File: config.mk
export PLATFORM = sky130hd
export DESIGN_NAME = ice_bus_arb
export DESIGN_NICKNAME = d
export VERILOG_FILES = /design/src/rtl/ice_bus_arb.sv
export SDC_FILE = /design/constraint.sdc
export NUM_CORES = 1
export LEC_CHECK = 0
export CAP_MARGIN = 20
export CELL_PAD_IN_SITES_DETAIL_PLACEMENT = 1
export CELL_PAD_IN_SITES_GLOBAL_PLACEMENT = 1
export CORE_MARGIN = 2
export CORE_UTILIZATION = 30
export CTS_BUF_LIST = sky130_fd_sc_hd__clkbuf_8
export DETAILED_ROUTE_END_ITERATION = 6
export PLACE_DENSITY = 0.83
export SLEW_MARGIN = 15
export SYNTH_ARGS = -nofsm -noshare
export SYNTH_HDL_FRONTEND = slang
export SYNTH_SLANG_ARGS = --single-unit
export TNS_END_PERCENT = 30
File: constraint.sdc
create_clock -name ICECK -period 1.5 [get_ports ICECK]
set_input_delay 0.225 -clock ICECK [delete_from_list [all_inputs] [get_ports ICECK]]
set_output_delay 0.225 -clock ICECK [all_outputs]
set_load 0.02 [all_outputs]
File: src/rtl/ice_bus_arb.sv
// Round-robin arbiter bridging host and monitor ports onto the ICE register bus.
// Optional macro ICEARB_USRPROT_EN blocks user-mode monitor writes to 0880_4000h.
module ice_bus_arb #(
    parameter int unsigned WR_LOW_CYC  = 2,
    parameter int unsigned RD_WAIT_CYC = 2
) (
    input  logic        ICECK,
    input  logic        ICERES,
    input  logic        HREQ,
    input  logic        HWR,
    input  logic [31:0] HADR,
    input  logic [31:0] HWDT,
    output logic        HACK,
    output logic [31:0] HRDT,
    output logic        HERR,
    input  logic        MREQ,
    input  logic        MWR,
    input  logic [31:0] MADR,
    input  logic [31:0] MWDT,
    output logic        MACK,
    output logic [31:0] MRDT,
    output logic        MERR,
    input  logic        SVMODUSER,
    output logic [31:0] ICEIFA,
    output logic [31:0] ICEDI,
    input  logic [31:0] ICEDO,
    output logic        ICEWR
);

    localparam int unsigned DW = 32;
    localparam int unsigned CW = 4;
    localparam logic [DW-1:0] ADR_MASK = 32'hFFFF_FFFC;
    localparam logic [DW-1:0] PROT_ADR = 32'h0880_4000;
    localparam logic [CW-1:0] WR_LOAD  = CW'(WR_LOW_CYC - 1);
    localparam logic [CW-1:0] RD_LOAD  = CW'(RD_WAIT_CYC - 1);
`ifdef ICEARB_USRPROT_EN
    localparam bit PROT_EN = 1'b1;
`else
    localparam bit PROT_EN = 1'b0;
`endif

    typedef enum logic [2:0] {IDLE, SETUP, STROBE, READ, HOLD} state_t;

    state_t          state, state_nxt;
    logic [CW-1:0]   cnt, cnt_nxt;
    logic            gnt_mon, gnt_mon_nxt;
    logic            last_mon, last_mon_nxt;
    logic            wr_q, wr_nxt;
    logic            blk_q, blk_nxt;
    logic [DW-1:0]   adr_q, adr_nxt;
    logic [DW-1:0]   wdt_q, wdt_nxt;
    logic            hack_nxt, mack_nxt, merr_nxt, icewr_nxt;
    logic [DW-1:0]   hrdt_nxt, mrdt_nxt, iceifa_nxt, icedi_nxt;
    logic            sel;

    assign HERR = 1'b0;

    // Next-state, transaction latch and registered-output next values
    always_comb begin
        state_nxt    = state;
        cnt_nxt      = cnt;
        gnt_mon_nxt  = gnt_mon;
        last_mon_nxt = last_mon;
        wr_nxt       = wr_q;
        blk_nxt      = blk_q;
        adr_nxt      = adr_q;
        wdt_nxt      = wdt_q;
        hack_nxt     = 1'b0;
        mack_nxt     = 1'b0;
        merr_nxt     = 1'b0;
        hrdt_nxt     = HRDT;
        mrdt_nxt     = MRDT;
        sel          = 1'b0;

        case (state)
            IDLE: begin
                if (HREQ || MREQ) begin
                    sel          = (HREQ && MREQ) ? !last_mon : MREQ;
                    gnt_mon_nxt  = sel;
                    last_mon_nxt = sel;
                    wr_nxt       = sel ? MWR : HWR;
                    adr_nxt      = (sel ? MADR : HADR) & ADR_MASK;
                    wdt_nxt      = sel ? MWDT : HWDT;
                    blk_nxt      = PROT_EN && sel && MWR && SVMODUSER
                                   && ((MADR & ADR_MASK) == PROT_ADR);
                    cnt_nxt      = '0;
                    state_nxt    = SETUP;
                end
            end
            SETUP: begin
                cnt_nxt   = wr_q ? WR_LOAD : RD_LOAD;
                state_nxt = wr_q ? STROBE : READ;
            end
            STROBE: begin
                if (cnt == '0) begin
                    state_nxt = HOLD;
                end else begin
                    cnt_nxt = cnt - CW'(1);
                end
            end
            READ: begin
                if (cnt == '0) begin
                    state_nxt = HOLD;
                    if (gnt_mon) mrdt_nxt = ICEDO;
                    else         hrdt_nxt = ICEDO;
                end else begin
                    cnt_nxt = cnt - CW'(1);
                end
            end
            HOLD: begin
                cnt_nxt   = '0;
                state_nxt = IDLE;
                hack_nxt  = !gnt_mon;
                mack_nxt  = gnt_mon;
                merr_nxt  = gnt_mon && blk_q;
            end
            default: state_nxt = IDLE;
        endcase

        // Bus outputs follow the state being entered so they align with it
        iceifa_nxt = '0;
        icedi_nxt  = '0;
        icewr_nxt  = 1'b1;
        if (state_nxt != IDLE) begin
            iceifa_nxt = adr_nxt;
            icedi_nxt  = wr_nxt ? wdt_nxt : '0;
            icewr_nxt  = !((state_nxt == STROBE) && !blk_nxt);
        end
    end

    always_ff @(posedge ICECK) begin
        if (ICERES) begin
            state    <= IDLE;
            cnt      <= '0;
            gnt_mon  <= 1'b0;
            last_mon <= 1'b1;
            wr_q     <= 1'b0;
            blk_q    <= 1'b0;
            adr_q    <= '0;
            wdt_q    <= '0;
            HACK     <= 1'b0;
            MACK     <= 1'b0;
            MERR     <= 1'b0;
            HRDT     <= '0;
            MRDT     <= '0;
            ICEIFA   <= '0;
            ICEDI    <= '0;
            ICEWR    <= 1'b1;
        end else begin
            state    <= state_nxt;
            cnt      <= cnt_nxt;
            gnt_mon  <= gnt_mon_nxt;
            last_mon <= last_mon_nxt;
            wr_q     <= wr_nxt;
            blk_q    <= blk_nxt;
            adr_q    <= adr_nxt;
            wdt_q    <= wdt_nxt;
            HACK     <= hack_nxt;
            MACK     <= mack_nxt;
            MERR     <= merr_nxt;
            HRDT     <= hrdt_nxt;
            MRDT     <= mrdt_nxt;
            ICEIFA   <= iceifa_nxt;
            ICEDI    <= icedi_nxt;
            ICEWR    <= icewr_nxt;
        end
    end

endmodule

==> flow_summary.yaml, run 1 <==
outcome:
  outcome: "finished, violations left"
  violations: "negative setup slack"
global_route:
  grt_first_pass_wirelength_um: 45300
  antenna_found_initial: 2
  globalRouteOverflowTotal: 0
  grt_util_all_layers: 0.196
  grt_max_degree: 85
  grt_pass1_vias: 8619
min_path:
  hold_path_class: "in -> reg"
  whs_path_depth: 3
  min_from: "ICERES"
yosys:
  synthTopCellsByCount: "207 x dfxtp_1, 200 x nand2_1, 101 x nor2_1"
  synthArstFlopShare: 0
  ys_ff_latch: 207
  yosysTopAreaCell: "dfxtp_1"
  postSynthAreaPerCell_um2: 8.92
  synth_ff_type: "dfxtp_1"
  netlist.area_leader.share: 0.501
  yosys_warnings: 0
  netlist_area_um2: 8270
  synth_most_common_cell: "dfxtp_1"
  yosysSeqAreaShare: 0.501
  synthesis.nets: 1096
  synth_cells: 927
  synth_edf_count: 0
  synth.area.top_cells: "dfxtp_1 50%, nand2_1 9.1%, a21oi_1 6.0%, nor2_1 4.6%, a311oi_2 4.4%"
  netlist-cell-type-count: 46
finish:
  stdcell_area_um2: 13700
  drive_gt1_frac: 0.241
  fillers: 3054
  stdcell_count: 1645
  area_growth_pct: 66.0
  final_nets: 1443
pwr:
  max-vdd-ir-drop_mv: 0.896
  power.leakage_uw: 0.00577
  p_per_area_nw_per_um2: 1680
sta:
  clock.fmax_mhz: 575
  drv_slew: 0
  rsz0062_at_grt: "true"
  finalCriticalPeriod_ps: 1740
  finalCritPeriodShare: 1.16
  setup_tns_ps: -19530
  finalSetupViolations: 154
  setup_slack_ps: -238
  hold_violations: 0
  skew_ps: 14.3
floorplanning:
  die-height_um: 170
  die_area_um2: 28900
  die_x_um: 170
  core_area_um2: 27000
  start_util: 0.306
  pin_count: 300
  rows: 60
clock_network:
  cts.path.max_buffers: 3
  cts_buffers: 39
  path_clk_slew_ps: 60
  ctsHoldBuffers: 0
  cts_sinks: 207
  cts_tree: "done"
  insertion_delay_ps: 520
  cts-htree-levels: 2
  root_buffer: "clkbuf_8"
route:
  vias_per_cell: 5.10
  drc: 0
  avgRoutedWirePerCell_um: 19.8
  first_iter_violations: 353
  antenna_left: 0
  drt-pass1-iter-count: 4
  drt_wl_total_um: 32600
  vias: 8390
setup_path:
  crit_path_end_kind: "register"
  crit_arrival_ps: 2150
  critical_path.startpoint_type: "register"
  crit_path_top_delay_cell: "or3_4"
  cp.depth: 7
  crit_type: "reg -> reg"
  critPathLaunch: "state[1]"
  r2r_start: "state[1]"
  worst-path-buf-inv: 3
  r2r_cells: 7
  crit_required_ps: 1910
  max_stage_delay_ps: 400
  crit_chain: "or3_4 > nor2_4 > buf_6 > clkbuf_16 > clkbuf_16 > a21oi_1 > a211oi_1"
  crit_family: "simple AND/OR/NAND/NOR gates"
  path_common_cell: "clkbuf_16"
  cp_max_fo: 9
placed_design:
  gp_congestion: 0.777
  io_buffers: 293
  placed_area_um2: 12000
  dpl.hpwl_um: 20300
  dp.cells: 1540
  post-place-ws_ps: -630
job:
  cap_violations: 0
-- cell usage in the layout, fill, tap and decap left out, types with 14 or more instances in the layout --
master	n
dfxtp_1	202
nand2_1	199
clkdlybuf4s50_1	160
dlygate4sd2_1	128
nor2_1	84
a21oi_1	64
clkbuf_8	48
buf_4	41
and3_1	36
a21oi_2	35
a31oi_1	33
mux2_2	30
a311oi_2	28
buf_12	26
a211oi_1	20
nor2_2	15
mux2i_1	15
mux2i_4	14
buf_6	14
-- layer usage --
| metal | wire (µm) | global-route usage | up-vias | share of wire |
|---|---|---|---|---|
| met4 | 1290 | 0.0780 | 0 | 0.040 |
| met3 | 1970 | 0.0500 | 92 | 0.061 |
| met1 | 13000 | 0.223 | 4110 | 0.40 |
| met5 | 0 | 0 | - | 0 |
| met2 | 16300 | 0.351 | 273 | 0.50 |
| li1 | - | - | 3915 | - |
-- registers in the layout (all words and copies together) (netlist names), 3 cells and up --
register  count
HRDT         32
ICEDI        32
ICEIFA       32
MRDT         32
adr_q        32
cnt           4
state         3
wdt_q        32
-- power breakdown --
part | switching (µW) | total, µW | internal (µW)
Clock | 2420 | 5650 | 3230
Combinational | 5090 | 10200 | 5070
Sequential | 599 | 7280 | 6680
-- area by class of cell --
| class | instances | area (µm²) | area share |
|---|---|---|---|
| diodes | 2 | 5.00 | 0.000364 |
| clock buffers | 48 | 661 | 0.0481 |
| clock inverters | 21 | 141 | 0.0103 |
| inverters | 4 | 15.0 | 0.00109 |
| multi-input cells | 634 | 4210 | 0.307 |
| flip-flops and latches | 207 | 4150 | 0.302 |
| well taps | 341 | 427 | 0.0311 |
| repair buffers | 388 | 4120 | 0.300 |
-- logic make-up (layout without fill, tap and decap cells) --
kind of cell               count (synthesis)  after routing  share of synthesized area
adders and majority gates                  2              2                    0.00302
xor gates and xnor gates                   1              1                    0.00106
DFF                                      207            207                      0.501
muxes                                     61             61                     0.0783
AOI/OAI and AO/OA                        208            208                      0.178
buffers and inverters                     86            461                     0.0526
and+or+nand+nor                          361            361                      0.186
other                                      1              3                   0.000453
-- worst min-delay path: stages --
cell      delay (ps)
buf_4             90
buf_4            220
a311oi_2          50
-- per-stage QoR --
| step | hold WS, ps | utilization | total power (µW) |
|---|---|---|---|
| final | 122 | 0.508 | 23100 |
| after global placement | 441 | 0.443 | 14600 |
| after detailed placement | 446 | 0.443 | 14900 |
| after global routing | 116 | 0.508 | 24300 |
| after floorplan | 361 | - | 11600 |
| after CTS | 89.2 | 0.472 | 20500 |
-- what timing repair did --
item | CTS | global route
pin swaps | 7 | 59
gates resized for setup | 166 | 122
setup buffers | 2 | 19
setup endpoints to repair | 324 | 198
gates cloned | 0 | 13
-- final timing paths --
| check | endpoint | slack [ps] |
|---|---|---|
| worst max-delay path | ICEDI[4] | -240 |
| worst min-delay path | cnt[0] | 120 |
| worst min register to register | MRDT[12] | 450 |
| worst max register to register | ICEDI[4] | -240 |
Power figures use the tool's default switching activity.
==> inputs of run 2 (changes only) <==
--- a/config.mk
+++ b/config.mk
@@ -9,10 +9,10 @@
 export CELL_PAD_IN_SITES_DETAIL_PLACEMENT = 1
 export CELL_PAD_IN_SITES_GLOBAL_PLACEMENT = 1
 export CORE_MARGIN = 2
-export CORE_UTILIZATION = 30
-export CTS_BUF_LIST = sky130_fd_sc_hd__clkbuf_8
+export CORE_UTILIZATION = 29
 export DETAILED_ROUTE_END_ITERATION = 6
-export PLACE_DENSITY = 0.83
+export PLACE_DENSITY = 0.8
+export RECOVER_POWER = 25
 export SLEW_MARGIN = 15
 export SYNTH_ARGS = -nofsm -noshare
 export SYNTH_HDL_FRONTEND = slang
==> run 2 against run 1 <==
Net effect:
- the run still ends with negative setup slack left
- wire length is 3.4% lower
- via count is 3.6% lower
- non-clock buffer count is 18 lower
- register-to-register slack better by 20 ps
- critical path type unchanged
==> flow_summary.yaml, run 2 (synthesis gave the netlist of run 1 again) <==
sta:
  rsz0062_at_grt: "true"
  setup_slack_ps: -221
  clock.fmax_mhz: 581
  hold_ws_ps: 168
  skew_ps: 7.17
  finalCriticalPeriod_ps: 1720
  finalSetupViolations: 180
  drv_slew: 0
  hold_violations: 0
  finalCritPeriodShare: 1.15
route:
  drc: 0
  antenna_left: 0
  drt_wl_total_um: 31400
  vias_per_cell: 4.95
  drt-pass1-iter-count: 5
  first_iter_violations: 313
  vias: 8088
  avgRoutedWirePerCell_um: 19.2
pwr:
  clockPowerShare: 0.277
  power.leakage_uw: 0.00557
  p_sw_frac: 0.342
  combPwrFrac: 0.385
  p_sw_uw: 7260
  power.internal_uw: 14000
  max-vdd-ir-drop_mv: 0.799
  p_seq_frac: 0.338
  p_per_area_nw_per_um2: 1590
global_route:
  antenna_found_initial: 1
  grt_max_degree: 78
  grt_pass1_vias: 8417
  globalRouteOverflowTotal: 0
  grt_first_pass_wirelength_um: 46400
  grt_util_all_layers: 0.191
clock_network:
  cts_buffers: 24
  cts_tree: "done"
  insertion_delay_ps: 500
  cts.path.max_buffers: 3
  root_buffer: "clkbuf_16"
  path_clk_slew_ps: 60
  cts_sinks: 207
  cts-htree-levels: 1
min_path:
  whs_path_depth: 4
  hold_end: "ICEWR"
  min_from: "ICERES"
  hold_path_class: "in -> reg"
setup_path:
  crit_type: "reg -> reg"
  r2r_start: "state[0]"
  cp_max_fo: 12
  crit_required_ps: 1870
  timing.rr.end: "adr_q[22]"
  r2r_cells: 6
  critPathLaunch: "state[0]"
  ff2ff_setup_slack_ps: -220
  crit_arrival_ps: 2090
  critical_path.startpoint_type: "register"
  crit_path_end_kind: "register"
floorplanning:
  start_util: 0.296
  core_area_um2: 27900
  die-height_um: 173
  pin_count: 300
  die_x_um: 173
  die_area_um2: 29900
  rows: 61
job:
  cap_violations: 0
finish:
  fin_util: 0.478
  final_nets: 1410
  multi_input_comb_area_um2: 4050
  register_area_um2: 4150
  final_common_cell: "dfxtp_1"
  drive_gt1_frac: 0.198
  fillers: 3202
  area_growth_pct: 61.3
  final_cell_mix: "203 x dfxtp_1, 193 x nand2_1, 160 x clkdlybuf4s50_1"
outcome:
  violations: "negative setup slack"
  outcome: "finished, violations left"
placed_design:
  gp_congestion: 0.783
  dpl.hpwl_um: 19800
  io_buffers: 293
  post-place-ws_ps: -564
run 2: changes by cell type in the layout (fill, tap and decap cells not counted), moves of 7 or more:
cell,delta
nor2_2,-13
clkinv_2,-7
mux2i_2,+12
nor2_1,+15
clkbuf_1,+9
buf_6,-8
clkbuf_16,+21
clkbuf_8,-44
inv_1,-10
mux2i_4,-13
run 2: area by class of cell:
| cell class | count | area share |
|---|---|---|
| sequential | 207 | 0.311 |
| tap | 378 | 0.0354 |
| inverter | 4 | 0.00113 |
| clock inverter | 4 | 0.00553 |
| timing repair buffer | 370 | 0.289 |
| clock buffer | 37 | 0.0533 |
| multi-input combinational | 634 | 0.304 |
| antenna | 1 | 0.000188 |
run 2: per-stage QoR:
step                      instances  TNS [ps]  cell area [µm²]  power (µW)
after floorplan                 927     -3370             8280       11600
after global placement         1572    -49120            12000       14600
after detailed placement       1572    -58860            12000       14900
after CTS                      1619    -15320            12800       20700
after global routing           1635    -29360            13300       22300
final                          1635    -15240            13300       21200
run 2: per-layer routing:
layer / vias up / track usage / share of wire
met1: 3937 / 0.223 / 0.42
met4: 0 / 0.0632 / 0.030
met2: 248 / 0.346 / 0.50
met3: 60 / 0.0396 / 0.052
li1: 3843 / - / -
met5: - / 0 / 0
run 2: power by group through the flow:
stage	combinational, µW	sequential (µW)	clock, µW
floorplan	3760	7860	0
global placement	7390	7220	0
detailed placement	7590	7260	0
CTS	7570	7150	6030
global route	8770	7290	6240
finish	8170	7170	5880
run 2: worst max path at each step:
stage	endpoint	cells past startpoint
2_1_floorplan	HRDT[20]	7
3_3_place_gp	adr_q[17]	6
3_5_place_dp	adr_q[5]	6
4_1_cts	adr_q[20]	6
5_1_grt	adr_q[22]	6
6_report	adr_q[22]	6
run 2: timing repair:
action | CTS | global route
gates cloned | 3 | 7
hold buffers | 0 | 0
setup buffers | 3 | 8
gates resized for setup | 162 | 71
setup endpoints to repair | 324 | 197
pin swaps | 23 | 14
run 2: worst max-delay path, stage by stage (launching register included):
cell and delay (ps):
dfxtp_2 320, or3_4 400, nor2_4 130, buf_12 190, buf_12 180, mux2i_2 260, nor2_1 90
